**config.mk**
```make
export PLATFORM = sky130hd
export DESIGN_NAME = instruction_fetch_flat
export DESIGN_NICKNAME = d
export VERILOG_FILES = /design/src/rtl/instruction_fetch_if.sv /design/src/rtl/instruction_fetch.sv /design/src/flat_wrapper.sv
export SDC_FILE = /design/constraint.sdc
export NUM_CORES = 1
export LEC_CHECK = 0
export CAP_MARGIN = 20
export CORE_AREA = 3 3 106 108
export CTS_CLUSTER_DIAMETER = 120
export DETAILED_ROUTE_END_ITERATION = 8
export DIE_AREA = 0 0 109 111
export HOLD_SLACK_MARGIN = 0.03
export SETUP_SLACK_MARGIN = 0.1
export SYNTH_ARGS = -nofsm -noshare
export SYNTH_HDL_FRONTEND = slang
export SYNTH_SLANG_ARGS = --single-unit
```
**constraint.sdc**
```tcl
create_clock -name clk_pi -period 3.3 [get_ports clk_pi]
set_clock_uncertainty 0.05 [all_clocks]
set_input_delay 0.66 -clock clk_pi [delete_from_list [all_inputs] [get_ports clk_pi]]
set_output_delay 0.66 -clock clk_pi [all_outputs]
set_load 0.02 [all_outputs]
```
**src/rtl/instruction_fetch_if.sv**
```systemverilog
// Instruction fetch bus bundle: imem req/ack read port and the decode valid/ready port.
interface instruction_fetch_if;
  logic        imem_req_po;
  logic [15:0] imem_addr_po;
  logic        imem_ack_pi;
  logic [15:0] imem_data_pi;
  logic        instr_valid_po;
  logic [15:0] instr_po;
  logic [15:0] instr_pc_po;
  logic        instr_ready_pi;

  modport master (
    output imem_req_po, imem_addr_po, instr_valid_po, instr_po, instr_pc_po,
    input  imem_ack_pi, imem_data_pi, instr_ready_pi
  );

  modport slave (
    input  imem_req_po, imem_addr_po, instr_valid_po, instr_po, instr_pc_po,
    output imem_ack_pi, imem_data_pi, instr_ready_pi
  );
endinterface

```
**src/rtl/instruction_fetch.sv**
```systemverilog
// Fetch stage: issues one imem read at a time for the current PC, buffers results in a
// 2-entry queue for decode, and gates the PC clock enable on issue or redirect.
module instruction_fetch (
  input  logic                clk_pi,
  input  logic                reset_pi,
  input  logic [15:0]         pc_pi,
  input  logic                flush_pi,
  output logic                pc_clk_en_po,
  instruction_fetch_if.master fetch_if
);

  localparam logic [1:0] StIdle = 2'd0;
  localparam logic [1:0] StWait = 2'd1;
  localparam logic [1:0] StDrop = 2'd2;

  logic [1:0]  state_q, state_d;
  logic        req_q, req_d;
  logic [15:0] addr_q, addr_d;
  logic [15:0] instr_q [2];
  logic [15:0] ipc_q   [2];
  logic        head_q, head_d;
  logic [1:0]  count_q, count_d;
  logic        issue, push, pop, tail;

  always_comb begin
    issue = (state_q == StIdle) && !flush_pi && (count_q != 2'd2);
    push  = (state_q == StWait) && fetch_if.imem_ack_pi && !flush_pi;
    pop   = (count_q != 2'd0) && fetch_if.instr_ready_pi && !flush_pi;
    tail  = head_q ^ count_q[0];
  end

  always_comb begin
    state_d = state_q;
    req_d   = req_q;
    addr_d  = addr_q;
    case (state_q)
      StIdle: begin
        if (issue) begin
          state_d = StWait;
          req_d   = 1'b1;
          addr_d  = pc_pi;
        end
      end
      StWait: begin
        if (fetch_if.imem_ack_pi) begin
          state_d = StIdle;
          req_d   = 1'b0;
        end else if (flush_pi) begin
          // Requests are never withdrawn; wait out the ack and discard it.
          state_d = StDrop;
        end
      end
      StDrop: begin
        if (fetch_if.imem_ack_pi) begin
          state_d = StIdle;
          req_d   = 1'b0;
        end
      end
      default: begin
        state_d = StIdle;
        req_d   = 1'b0;
      end
    endcase
  end

  always_comb begin
    head_d  = head_q;
    count_d = count_q;
    if (flush_pi) begin
      head_d  = 1'b0;
      count_d = 2'd0;
    end else begin
      head_d = head_q ^ pop;
      case ({push, pop})
        2'b10:   count_d = count_q + 2'd1;
        2'b01:   count_d = count_q - 2'd1;
        default: count_d = count_q;
      endcase
    end
  end

  always_ff @(posedge clk_pi or posedge reset_pi) begin
    if (reset_pi) begin
      state_q    <= StIdle;
      req_q      <= 1'b0;
      addr_q     <= 16'h0000;
      head_q     <= 1'b0;
      count_q    <= 2'd0;
      instr_q[0] <= 16'h0000;
      instr_q[1] <= 16'h0000;
      ipc_q[0]   <= 16'h0000;
      ipc_q[1]   <= 16'h0000;
    end else begin
      state_q <= state_d;
      req_q   <= req_d;
      addr_q  <= addr_d;
      head_q  <= head_d;
      count_q <= count_d;
      if (push) begin
        instr_q[tail] <= fetch_if.imem_data_pi;
        ipc_q[tail]   <= addr_q;
      end
    end
  end

  assign pc_clk_en_po            = !reset_pi && (flush_pi || issue);
  assign fetch_if.imem_req_po    = req_q;
  assign fetch_if.imem_addr_po   = addr_q;
  assign fetch_if.instr_valid_po = (count_q != 2'd0);
  assign fetch_if.instr_po       = instr_q[head_q];
  assign fetch_if.instr_pc_po    = ipc_q[head_q];

endmodule
```
**src/flat_wrapper.sv**
```systemverilog
// flat-port wrapper written by rule: the top's interface ports become plain ports
module instruction_fetch_flat 
  (clk_pi, reset_pi, pc_pi, flush_pi, pc_clk_en_po, fetch_if_imem_req_po, fetch_if_imem_addr_po, fetch_if_instr_valid_po, fetch_if_instr_po, fetch_if_instr_pc_po, fetch_if_imem_ack_pi, fetch_if_imem_data_pi, fetch_if_instr_ready_pi);
  instruction_fetch_if fetch_if_i ();
  input  logic clk_pi;
  input  logic reset_pi;
  input  logic [15:0] pc_pi;
  input  logic flush_pi;
  output logic pc_clk_en_po;
  output wire logic [$bits(fetch_if_i.imem_req_po)-1:0] fetch_if_imem_req_po;
  output wire logic [$bits(fetch_if_i.imem_addr_po)-1:0] fetch_if_imem_addr_po;
  output wire logic [$bits(fetch_if_i.instr_valid_po)-1:0] fetch_if_instr_valid_po;
  output wire logic [$bits(fetch_if_i.instr_po)-1:0] fetch_if_instr_po;
  output wire logic [$bits(fetch_if_i.instr_pc_po)-1:0] fetch_if_instr_pc_po;
  input wire logic [$bits(fetch_if_i.imem_ack_pi)-1:0] fetch_if_imem_ack_pi;
  input wire logic [$bits(fetch_if_i.imem_data_pi)-1:0] fetch_if_imem_data_pi;
  input wire logic [$bits(fetch_if_i.instr_ready_pi)-1:0] fetch_if_instr_ready_pi;
  assign fetch_if_imem_req_po = fetch_if_i.imem_req_po;
  assign fetch_if_imem_addr_po = fetch_if_i.imem_addr_po;
  assign fetch_if_instr_valid_po = fetch_if_i.instr_valid_po;
  assign fetch_if_instr_po = fetch_if_i.instr_po;
  assign fetch_if_instr_pc_po = fetch_if_i.instr_pc_po;
  assign fetch_if_i.imem_ack_pi = fetch_if_imem_ack_pi;
  assign fetch_if_i.imem_data_pi = fetch_if_imem_data_pi;
  assign fetch_if_i.instr_ready_pi = fetch_if_instr_ready_pi;
  instruction_fetch u_core (.clk_pi(clk_pi), .reset_pi(reset_pi), .pc_pi(pc_pi), .flush_pi(flush_pi), .pc_clk_en_po(pc_clk_en_po), .fetch_if(fetch_if_i));
endmodule
```
# Word level (Yosys, flattened, before mapping)
# Cells that the tools add are included.
[word_totals]
register_bits = 86
input_bits = 37
output_inout_bits = 51
wordCells = 66
[op_classes]
n_addsub = 2
magnitude_cmp = 3
eq_ne = 9
muxes = 21
bitwise_logic = 4
reduce_logical = 18
[op_table]
columns = ["op", "count"]
rows = [
  ["$mux 16", 7],
  ["$bwmux 32", 2],
  ["$demux 16 s1", 1],
  ["$mux 2", 5],
  ["$logic_and 1x1->1", 8],
  ["$pmux 2 s3", 1],
  ["$eq 2x1->1 const B", 2],
  ["$eq 2x2->1 const B", 2],
  ["$ge 2x2->1 const B", 2],
  ["$ne 2x1->1 const B", 2],
  ["$ne 2x2->1 const B", 2],
  ["$not 1->2", 2],
  ["$pmux 2 s2", 1],
  ["$reduce_and 2->1", 2],
  ["$mux 1", 3],
  ["$ne 3x3->1 const B", 1],
  ["$reduce_and 3->1", 1],
  ["$reduce_bool 3->1", 1],
  ["$add 2x1->2 const B", 1],
  ["$logic_not 1->1", 2],
  ["$logic_not 2->1", 1],
  ["$lt 2x1->1 const B", 1],
  ["$pmux 1 s2", 1],
  ["$reduce_bool 2->1", 1],
  ["other kinds (4)", 5],
]

# Depth between registers and ports, before layout
# Gate-level depths: netlist (run 1).
[logic_depth]
ltp_word = 7
mapped_depth = 6

# Worst setup path before layout (run 1)
# No wires, ideal clock.
[synth_path]
kind = "in2out"
start = "input reset_pi"
end = "output pc_clk_en_po"
t_arrival_ns = 2.880
required_time_ns = 2.590
path_slack_ns = -0.290
stages = 2
path_cell_list = "inv_1 -> and2_1"
[synth_between]
elab_chain_len = 2
[synth_rtl]
columns = ["item", "line_no", "rtl"]
rows = [
  ["start: declaration", "flat_wrapper.sv:6", "input logic reset_pi;"],
  ["$logic_not 1->1 (no source line)", "--", ""],
  ["$logic_and 1x1->1", "instruction_fetch.sv:106", "assign pc_clk_en_po = !reset_pi && (flush_pi || issue);"],
  ["end: declaration", "flat_wrapper.sv:9", "output logic pc_clk_en_po;"],
]
# No other way between the ends.

# Final worst setup path (run 1)
[layout_path]
start = "register u_core.state_q[0]"
end = "output pc_clk_en_po"
[layout_between]
elab_chain_len = 5
[layout_rtl]
columns = ["item", "line_no", "rtl"]
rows = [
  ["start: declaration", "instruction_fetch.sv:16", "logic [1:0] state_q, state_d;"],
  ["start signal: assignment", "instruction_fetch.sv:84", "state_q <= StIdle;"],
  ["start signal: assignment", "instruction_fetch.sv:94", "state_q <= state_d;"],
  ["$logic_not 2->1", "instruction_fetch.sv:26", "issue = (state_q == StIdle) && !flush_pi && (count_q != 2'd2);"],
  ["$logic_and 1x1->1 (2 in a row)", "instruction_fetch.sv:26", ""],
  ["$logic_or 1x1->1", "instruction_fetch.sv:106", ""],
  ["$logic_and 1x1->1", "instruction_fetch.sv:106", ""],
]
# No other way between the ends.

==> flow_summary.json, run 1 <==
{
  "period_needed_ns": 2.71,
  "required_ns": 2.59,
  "tritoncts": "built",
  "diodes": 0,
  "hold-worst-slack_ns": 0.441,
  "cp-start-kind": "flop",
  "antenna_found_initial": 0,
  "powerDensity_nw_per_um2": 973,
  "period_share_pct": 82.3,
  "first_iter_violations": 55,
  "cts_buffers": 9,
  "synthesis.nets": 288,
  "dieWidth_um": 109,
  "dpl_cell_area_um2": 4830,
  "holdBufCountCts": 0,
  "fin_area_um2": 5070,
  "grt.overflow.total": 0,
  "via_per_inst": 4.81,
  "fmax_mhz": 368,
  "peakVddDrop_mv": 0.432,
  "utilization_pct": 49.1,
  "setup_tns_ns": 0,
  "hold_viol": 0,
  "yosysWarnings": 0,
  "pin_count": 88,
  "netlist.area_leader.share_pct": 57.5,
  "dpl.hpwl_um": 5220,
  "clock_path_buffers": 2,
  "core_um2": 10300,
  "start_util_pct": 36.3,
  "cts.htree.levels": 3,
  "num_vias": 2315,
  "setup_viol": 0,
  "insertion_delay_ns": 0.34,
  "worst_slew_pin_slew_ns": 0.839,
  "netlist_instances": 247,
  "reg2regPathDepth": 6,
  "die_area_um2": 12100,
  "ys_types": 28,
  "die_y_um": 111,
  "gp_congestion": 0.725,
  "slew_violations": 0,
  "endpoint_kind": "primary output",
  "synth_seq_area_share_pct": 57.5,
  "synth_area_um2": 3740,
  "cts.clk_slew.worst_paths_ns": 0.08,
  "clock_sinks": 86,
  "synth-seq-cells": 86,
  "synth_top_area_cell": "dfrtp_1",
  "ys_top_cells_by_area": "dfrtp_1, mux2_2, ha_1, mux2_1, buf_2",
  "crit_type": "reg2out",
  "finalWirelength_um": 7710,
  "power_mw": 4.93,
  "postCtsSetupRepairBufs": 0,
  "cp_max_fo": 4,
  "holdCritPathClass": "reg2reg",
  "grt_max_degree": 67,
  "status": "complete, no violations",
  "routedWlPerCell_um": 16.0,
  "rsz0062_at_grt": "no",
  "syn_to_final_growth_pct": 35.3,
  "maxSlewHeadroom_pct": 44.1,
  "grt_use_total_pct": 13.5,
  "cts_root_buffer": "clkbuf_8",
  "grt_first_pass_wirelength_um": 12800,
  "hold_depth": 1,
  "row_count": 37,
  "grt_pass1_vias": 2567,
  "total_leakage_power_nw": 2.13,
  "final_nets": 382,
  "ant_nets": 0,
  "post_cts_resized": 0,
  "arrival_ns": 2.00,
  "layout-drive-gt1-share_pct": 40.0,
  "syn_avg_cell_area_um2": 15.2,
  "drt-pass1-iter-count": 4,
  "drc": 0,
  "numPortBuffers": 87,
  "drv_cap": 0
}
-- worst max-delay path, cell delays in order, from the launching register on --
cell             delay [ns]
dfrtp_1                0.40
inv_1                  0.11
ha_1                   0.17
inv_1                  0.10
o21ai_0                0.16
and2_1                 0.14
clkdlybuf4s50_1        0.59
-- final timing paths --
path / from / end / slack (ns)
max: u_core.state_q[0]$_DFFE_PP0P_ / pc_clk_en_po / 0.59
min: u_core.ipc_q[9]$_DFFE_PP0P_ / u_core.ipc_q[9]$_DFFE_PP0P_ / 0.44
min reg2reg: u_core.ipc_q[9]$_DFFE_PP0P_ / u_core.ipc_q[9]$_DFFE_PP0P_ / 0.44
max reg2reg: u_core.state_q[1]$_DFFE_PP0P_ / u_core.ipc_q[8]$_DFFE_PP0P_ / 1.27
max in group asynchronous: reset_pi / u_core.ipc_q[20]$_DFFE_PP0P_ / 1.36
min in group asynchronous: reset_pi / u_core.instr_q[13]$_DFFE_PP0P_ / 0.71
-- layout by cell type, fill, tap and decap left out, types with 2 or more instances in the layout --
master	n
ha_1	4
mux2_1	3
buf_4	6
nor2_1	3
clkbuf_8	10
clkdlybuf4s50_1	87
o21ai_0	3
buf_12	2
mux2_2	110
nand2_1	3
bufinv_16	3
nor3_4	2
inv_1	4
xor2_1	2
dfrtp_1	86
-- cell type report --
| type | instances | area [µm²] |
|---|---|---|
| fillers | 923 | 5260 |
| flip-flops and latches | 86 | 2150 |
| multi-input cells | 144 | 1530 |
| repair buffers | 95 | 956 |
| well taps | 136 | 170 |
| clock buffers | 11 | 141 |
| clock inverters | 4 | 95.1 |
| inverters | 5 | 22.5 |
-- sequential cells by signal (all words and copies together), names as in the netlist --
name                          count
u_core.ipc_q                     32
u_core.fetch_if.imem_req_po       1
u_core.state_q                    2
u_core.head_q                     1
u_core.instr_q                   32
u_core.count_q                    2
u_core.fetch_if.imem_addr_po     16
-- synth_stat cells, drive strengths merged --
cell type  count
a21boi         1
a21oi          1
a22o           1
a31oi          1
and2           1
buf           11
clkbuf         1
dfrtp         86
ha             4
inv            5
mux2         113
mux2i          1
nand2          3
nand2b         1
nand4b         1
nor2           3
nor2b          1
nor3           2
nor3b          1
o21ai          3
o221a          1
o2bb2ai        1
or2            1
xnor2          1
xor2           2
-- routing by layer --
metal | up-vias | part of all wire, % | global-route usage [%]
li1 | 1071 | - | -
met1 | 1170 | 46 | 17.6
met3 | 9 | 7.9 | 4.83
met4 | 0 | 1.1 | 4.29
met5 | - | 0 | 0
met2 | 65 | 45 | 20.8
-- metrics by stage --
| step | cells | setup WS (ns) |
|---|---|---|
| floorplan | 247 | 0.244 |
| global placement | 466 | 0.620 |
| detailed placement | 466 | 0.604 |
| CTS | 481 | 0.551 |
| global route | 481 | 0.455 |
| finish | 481 | 0.585 |
-- kinds of logic (layout without fill, tap and decap cells) --
group / after synthesis / count (layout) / share of synthesized area [%]
buffers and inverters: 17 / 115 / 2.17
DFF: 86 / 86 / 57.5
AOI/OAI and AO/OA: 9 / 9 / 1.67
xor gates and xnor gates: 3 / 3 / 0.702
and+or+nand+nor: 14 / 14 / 2.37
muxes: 114 / 114 / 34.3
adders and majority gates: 4 / 4 / 1.34
-- power by group --
group	switching, mW	internal (mW)	total (mW)	leakage, nW
logic	0.968	1.26	2.23	0.960
registers	0.282	1.54	1.82	1.05
clock network	0.350	0.519	0.869	0.119
total	1.60	3.33	4.93	2.13
Note: power is estimated with default switching activity, not from simulation.
==> inputs of run 2 (changes only) <==
- clock period: 3.3 -> 2.85 ns (I/O delays scaled with it)
==> run 2 against run 1 <==
Final area down 0.79%. First-iteration DRC count is 42% lower. Critical path depth down 3. Via count is 0.43% higher. Global-route usage is 0.13 points higher. Register-to-register slack got worse by 0.42 ns. Sequential cell count stayed put. Clock-buffer cell count rose by 1. Total power is 11% higher.
==> flow_summary.json, run 2 (synthesis results as in run 1) <==
{
  "reg2reg_to": "u_core.instr_q[1]$_DFFE_PP0P_",
  "syn_to_final_growth_pct": 34.3,
  "worst_slew_pin_slew_ns": 0.621,
  "hold_end": "u_core.ipc_q[9]$_DFFE_PP0P_",
  "grt_first_pass_wirelength_um": 12900,
  "utilization_pct": 48.7,
  "peakVddDrop_mv": 0.606,
  "diodes": 0,
  "period_needed_ns": 2.56,
  "tritoncts": "built",
  "num_vias": 2325,
  "via_per_inst": 4.79,
  "first_iter_violations": 32,
  "routedWlPerCell_um": 16.1,
  "die_area_um2": 12100,
  "powerDensity_nw_per_um2": 1090,
  "clock_sinks": 86,
  "cts.htree.levels": 3,
  "setup_viol": 0,
  "final_nets": 385,
  "finalWirelength_um": 7790,
  "crit_type": "reg2out",
  "antenna_found_initial": 0,
  "cp_max_fo": 16,
  "final_common_cell": "mux2_2",
  "drt-pass1-iter-count": 4,
  "gp_congestion": 0.698,
  "dpl.hpwl_um": 5360,
  "pin_count": 88,
  "row_count": 37,
  "cts_root_buffer": "clkbuf_8",
  "min_from": "u_core.ipc_q[9]$_DFFE_PP0P_",
  "power_mw": 5.46,
  "core_um2": 10300,
  "period_share_pct": 89.7,
  "layout-drive-gt1-share_pct": 41.0,
  "holdCritPathClass": "reg2reg",
  "fmax_mhz": 391,
  "layout_common_cells": "mux2_2, clkdlybuf4s50_1, dfrtp_1",
  "grt_max_degree": 50,
  "start_util_pct": 36.3,
  "ant_nets": 0,
  "maxSlewHeadroom_pct": 58.6,
  "status": "complete, no violations",
  "clock_path_buffers": 2,
  "grt_use_total_pct": 13.6,
  "arrival_ns": 1.94,
  "drc": 0,
  "reg2reg_setup_slack_ns": 0.85,
  "numPortBuffers": 87,
  "total_leakage_power_nw": 2.13,
  "drv_cap": 0,
  "required_ns": 2.23,
  "postCtsSetupRepairBufs": 0,
  "rsz0062_at_grt": "no",
  "grt.overflow.total": 0,
  "cp-start-kind": "flop",
  "insertion_delay_ns": 0.34,
  "cts.clk_slew.worst_paths_ns": 0.08,
  "hold_viol": 0,
  "hold_depth": 1,
  "dieWidth_um": 109,
  "fillers": 939,
  "r2r-start": "u_core.state_q[1]$_DFFE_PP0P_",
  "endpoint_kind": "primary output",
  "setup_tns_ns": 0,
  "reg2regPathDepth": 6,
  "cts_buffers": 9,
  "slew_violations": 0,
  "die_y_um": 111,
  "grt_pass1_vias": 2536
}
[run 2: metrics by stage]
| stage | hold slack, ns | std cells | area [µm²] | worst slack, ns |
|---|---|---|---|---|
| after floorplan | 0.402 | 247 | 3750 | 0.00761 |
| after global placement | 0.412 | 469 | 4850 | 0.330 |
| after detailed placement | 0.423 | 469 | 4850 | 0.312 |
| after CTS | 0.442 | 485 | 5020 | 0.135 |
| after global routing | 0.471 | 485 | 5030 | 0.204 |
| final | 0.434 | 485 | 5030 | 0.295 |
[run 2: power by group]
part | switching, mW | total (mW) | internal, mW
Clock | 0.408 | 0.745 | 0.337
Combinational | 1.12 | 2.60 | 1.48
Sequential | 0.332 | 2.12 | 1.79
[run 2: final cells by class]
cell class / instances / area, µm² / area share (%)
clock buffer: 12 / 145 / 2.89
timing repair buffer: 98 / 981 / 19.5
inverter: 5 / 22.5 / 0.448
multi-input combinational: 144 / 1530 / 30.5
tap: 136 / 170 / 3.39
clock inverter: 4 / 22.5 / 0.448
sequential: 86 / 2150 / 42.8
[run 2: what timing repair did]
item / CTS / global route
endpoints found under the hold margin: 0 / 0
hold buffers: 0 / 0
resized for setup: 0 / 2
endpoints found under the setup margin: 0 / 4
[run 2: worst max-delay path, cell delays in order, from the launching register on]
cell	delay (ns)
dfrtp_2	0.49
buf_12	0.19
mux2_2	0.36
clkdlybuf4s50_1	0.55
[run 2: worst max-delay path by stage]
stage	endpoint	cells past startpoint	slack [ns]	start
5_1_grt	fetch_if_instr_pc_po[13]	3	0.20	u_core.head_q$_DFF_PP0_
3_3_place_gp	pc_clk_en_po	5	0.33	flush_pi
3_5_place_dp	pc_clk_en_po	5	0.31	flush_pi
4_1_cts	fetch_if_instr_pc_po[9]	3	0.14	u_core.head_q$_DFF_PP0_
6_report	fetch_if_instr_pc_po[9]	3	0.29	u_core.head_q$_DFF_PP0_
2_1_floorplan	pc_clk_en_po	2	0.008	reset_pi
[run 2: layer usage]
layer,global-route usage (%),part of all wire (%),vias to the layer above
met5,0,0,-
met4,4.04,0.63,0
met3,5.13,8.5,5
met1,17.5,45,1177
li1,-,-,1073
met2,21.2,46,70
==> inputs of run 3 (changes only) <==
- REMOVE_ABC_BUFFERS: not set -> 1
==> run 3 against run 2 <==
Clock-buffer cell count down 3. Critical endpoint is now fetch_if_instr_po[15]. Clock power up 5.6%. Die area stayed put. Core utilization fell by 0.097 points. Wire length fell by 1.1%. Total power rose by 0.60%. Critical path depth is the same. First-iteration DRC count increased to 2.5 times the previous value. Sequential share of layout area is 0.060 points higher. Final area down 0.20%. Largest cell class unchanged.
==> flow_summary.json, run 3 (synthesis results as in run 1) <==
{
  "critPathTopFamily": "buffers and inverters",
  "endpoint_kind": "primary output",
  "antenna_found_initial": 0,
  "utilization_pct": 48.6,
  "postCtsSetupRepairBufs": 0,
  "total_leakage_power_nw": 2.13,
  "place_ws_ns": 0.320,
  "final_nets": 384,
  "numPortBuffers": 87,
  "critPathBufInv": 2,
  "setup_viol": 0,
  "regArea_um2": 2150,
  "start_util_pct": 36.3,
  "arrival_ns": 1.94,
  "core_um2": 10300,
  "grt_first_pass_wirelength_um": 12700,
  "reg2regPathDepth": 6,
  "p_sw_mw": 1.91,
  "power_mw": 5.50,
  "worst_slack_ns": 0.286,
  "grt_max_degree": 55,
  "r2r-start": "u_core.state_q[1]$_DFFE_PP0P_",
  "holdCritPathClass": "reg2reg",
  "layout-drive-gt1-share_pct": 40.8,
  "peakVddDrop_mv": 0.544,
  "clock_sinks": 86,
  "status": "complete, no violations",
  "die_area_um2": 12100,
  "drt-pass1-iter-count": 3,
  "post_cts_resized": 0,
  "multi_input_area_um2": 1530,
  "reg2reg_setup_slack_ns": 0.82,
  "final_common_cell": "mux2_2",
  "cts.clk_slew.worst_paths_ns": 0.09,
  "powerDensity_nw_per_um2": 1100,
  "min_from": "u_core.ipc_q[10]$_DFFE_PP0P_",
  "row_count": 37,
  "crit_type": "reg2out",
  "num_vias": 2273,
  "cp-start-kind": "flop",
  "via_per_inst": 4.70,
  "cts_root_buffer": "clkbuf_8",
  "drc": 0,
  "grt.overflow.total": 0,
  "fmax_mhz": 390,
  "rsz0062_at_grt": "no",
  "worst_slew_pin_slew_ns": 0.669,
  "cp_max_fo": 20,
  "hold_viol": 0,
  "grt_pass1_vias": 2500,
  "diodes": 0,
  "holdBufCountCts": 0,
  "pwr-share-seq_pct": 38.3,
  "layout_common_cells": "mux2_2, clkdlybuf4s50_1, dfrtp_1",
  "die_y_um": 111,
  "hold-worst-slack_ns": 0.446,
  "reg2reg_to": "u_core.ipc_q[6]$_DFFE_PP0P_",
  "internal_power_mw": 3.59,
  "period_share_pct": 90.0,
  "grt_use_total_pct": 13.3,
  "finalWirelength_um": 7700,
  "setup_tns_ns": 0,
  "required_ns": 2.23,
  "cts.htree.levels": 3,
  "critPathMaxStageDelay_ns": 0.56,
  "routedWlPerCell_um": 15.9,
  "hold_depth": 1,
  "dieWidth_um": 109,
  "dpl.hpwl_um": 5180,
  "cp_slowest_cell": "clkdlybuf4s50_1",
  "maxSlewHeadroom_pct": 55.4,
  "pwr-share-clk_pct": 14.3,
  "drv_cap": 0,
  "slew_violations": 0,
  "tritoncts": "built",
  "pwr-share-comb_pct": 47.3,
  "cts_buffers": 9,
  "first_iter_violations": 81,
  "netSwitchingFraction_pct": 34.8,
  "gp_congestion": 0.666,
  "ant_nets": 0,
  "clock_path_buffers": 2,
  "hold_end": "u_core.ipc_q[10]$_DFFE_PP0P_",
  "period_needed_ns": 2.56,
  "insertion_delay_ns": 0.35,
  "pin_count": 88,
  "cp_cell_sequence": "buf_4 -> mux2_2 -> clkdlybuf4s50_1",
  "fillers": 924,
  "syn_to_final_growth_pct": 34.0
}
-- run 3: cell types whose count changed in the layout (fill, tap and decap cells not counted) --
cell,delta
clkinv_8,+1
clkbuf_8,-1
dfrtp_1,+1
and2_4,-1
and2_1,+1
dfrtp_2,-1
clkbuf_1,-2
clkinvlp_4,-1
clkinv_4,+1
buf_12,-1
inv_6,+2
-- run 3: power groups by stage --
stage | clock network [mW] | registers, mW | logic, mW
after floorplan | 0 | 2.21 | 1.41
after global placement | 0 | 2.11 | 2.60
after detailed placement | 0 | 2.14 | 2.63
after CTS | 0.830 | 2.11 | 2.65
after global routing | 0.886 | 2.20 | 2.79
final | 0.787 | 2.11 | 2.60
-- run 3: worst max path at each step --
stage | from | endpoint | slack, ns | cells past startpoint
2_1_floorplan | reset_pi | pc_clk_en_po | -0.56 | 2
3_3_place_gp | flush_pi | pc_clk_en_po | 0.30 | 5
3_5_place_dp | flush_pi | pc_clk_en_po | 0.32 | 5
4_1_cts | u_core.state_q[0]$_DFFE_PP0P_ | pc_clk_en_po | 0.14 | 6
5_1_grt | u_core.head_q$_DFF_PP0_ | fetch_if_instr_po[15] | 0.17 | 3
6_report | u_core.head_q$_DFF_PP0_ | fetch_if_instr_po[15] | 0.29 | 3
-- run 3: area by class of cell --
cell class / count / share of cell area (%)
Clock inverter: 7 / 1.20
Multi-Input combinational cell: 144 / 30.5
Timing Repair Buffer: 97 / 19.2
Inverter: 5 / 0.399
Tap cell: 136 / 3.39
Sequential cell: 86 / 42.9
Clock buffer: 9 / 2.47
-- run 3: stage by stage --
stage | instances | area [µm²]
final | 484 | 5020
after global routing | 484 | 5020
after CTS | 484 | 5010
after detailed placement | 468 | 4830
after global placement | 468 | 4830
after floorplan | 235 | 3680
-- run 3: routing by layer --
layer | GRT usage, % | routed length, µm | share of wire (%)
met5 | 0 | 0 | 0
met4 | 3.54 | 63 | 0.82
met3 | 4.48 | 546 | 7.1
met2 | 21.3 | 3640 | 47
met1 | 17.2 | 3460 | 45
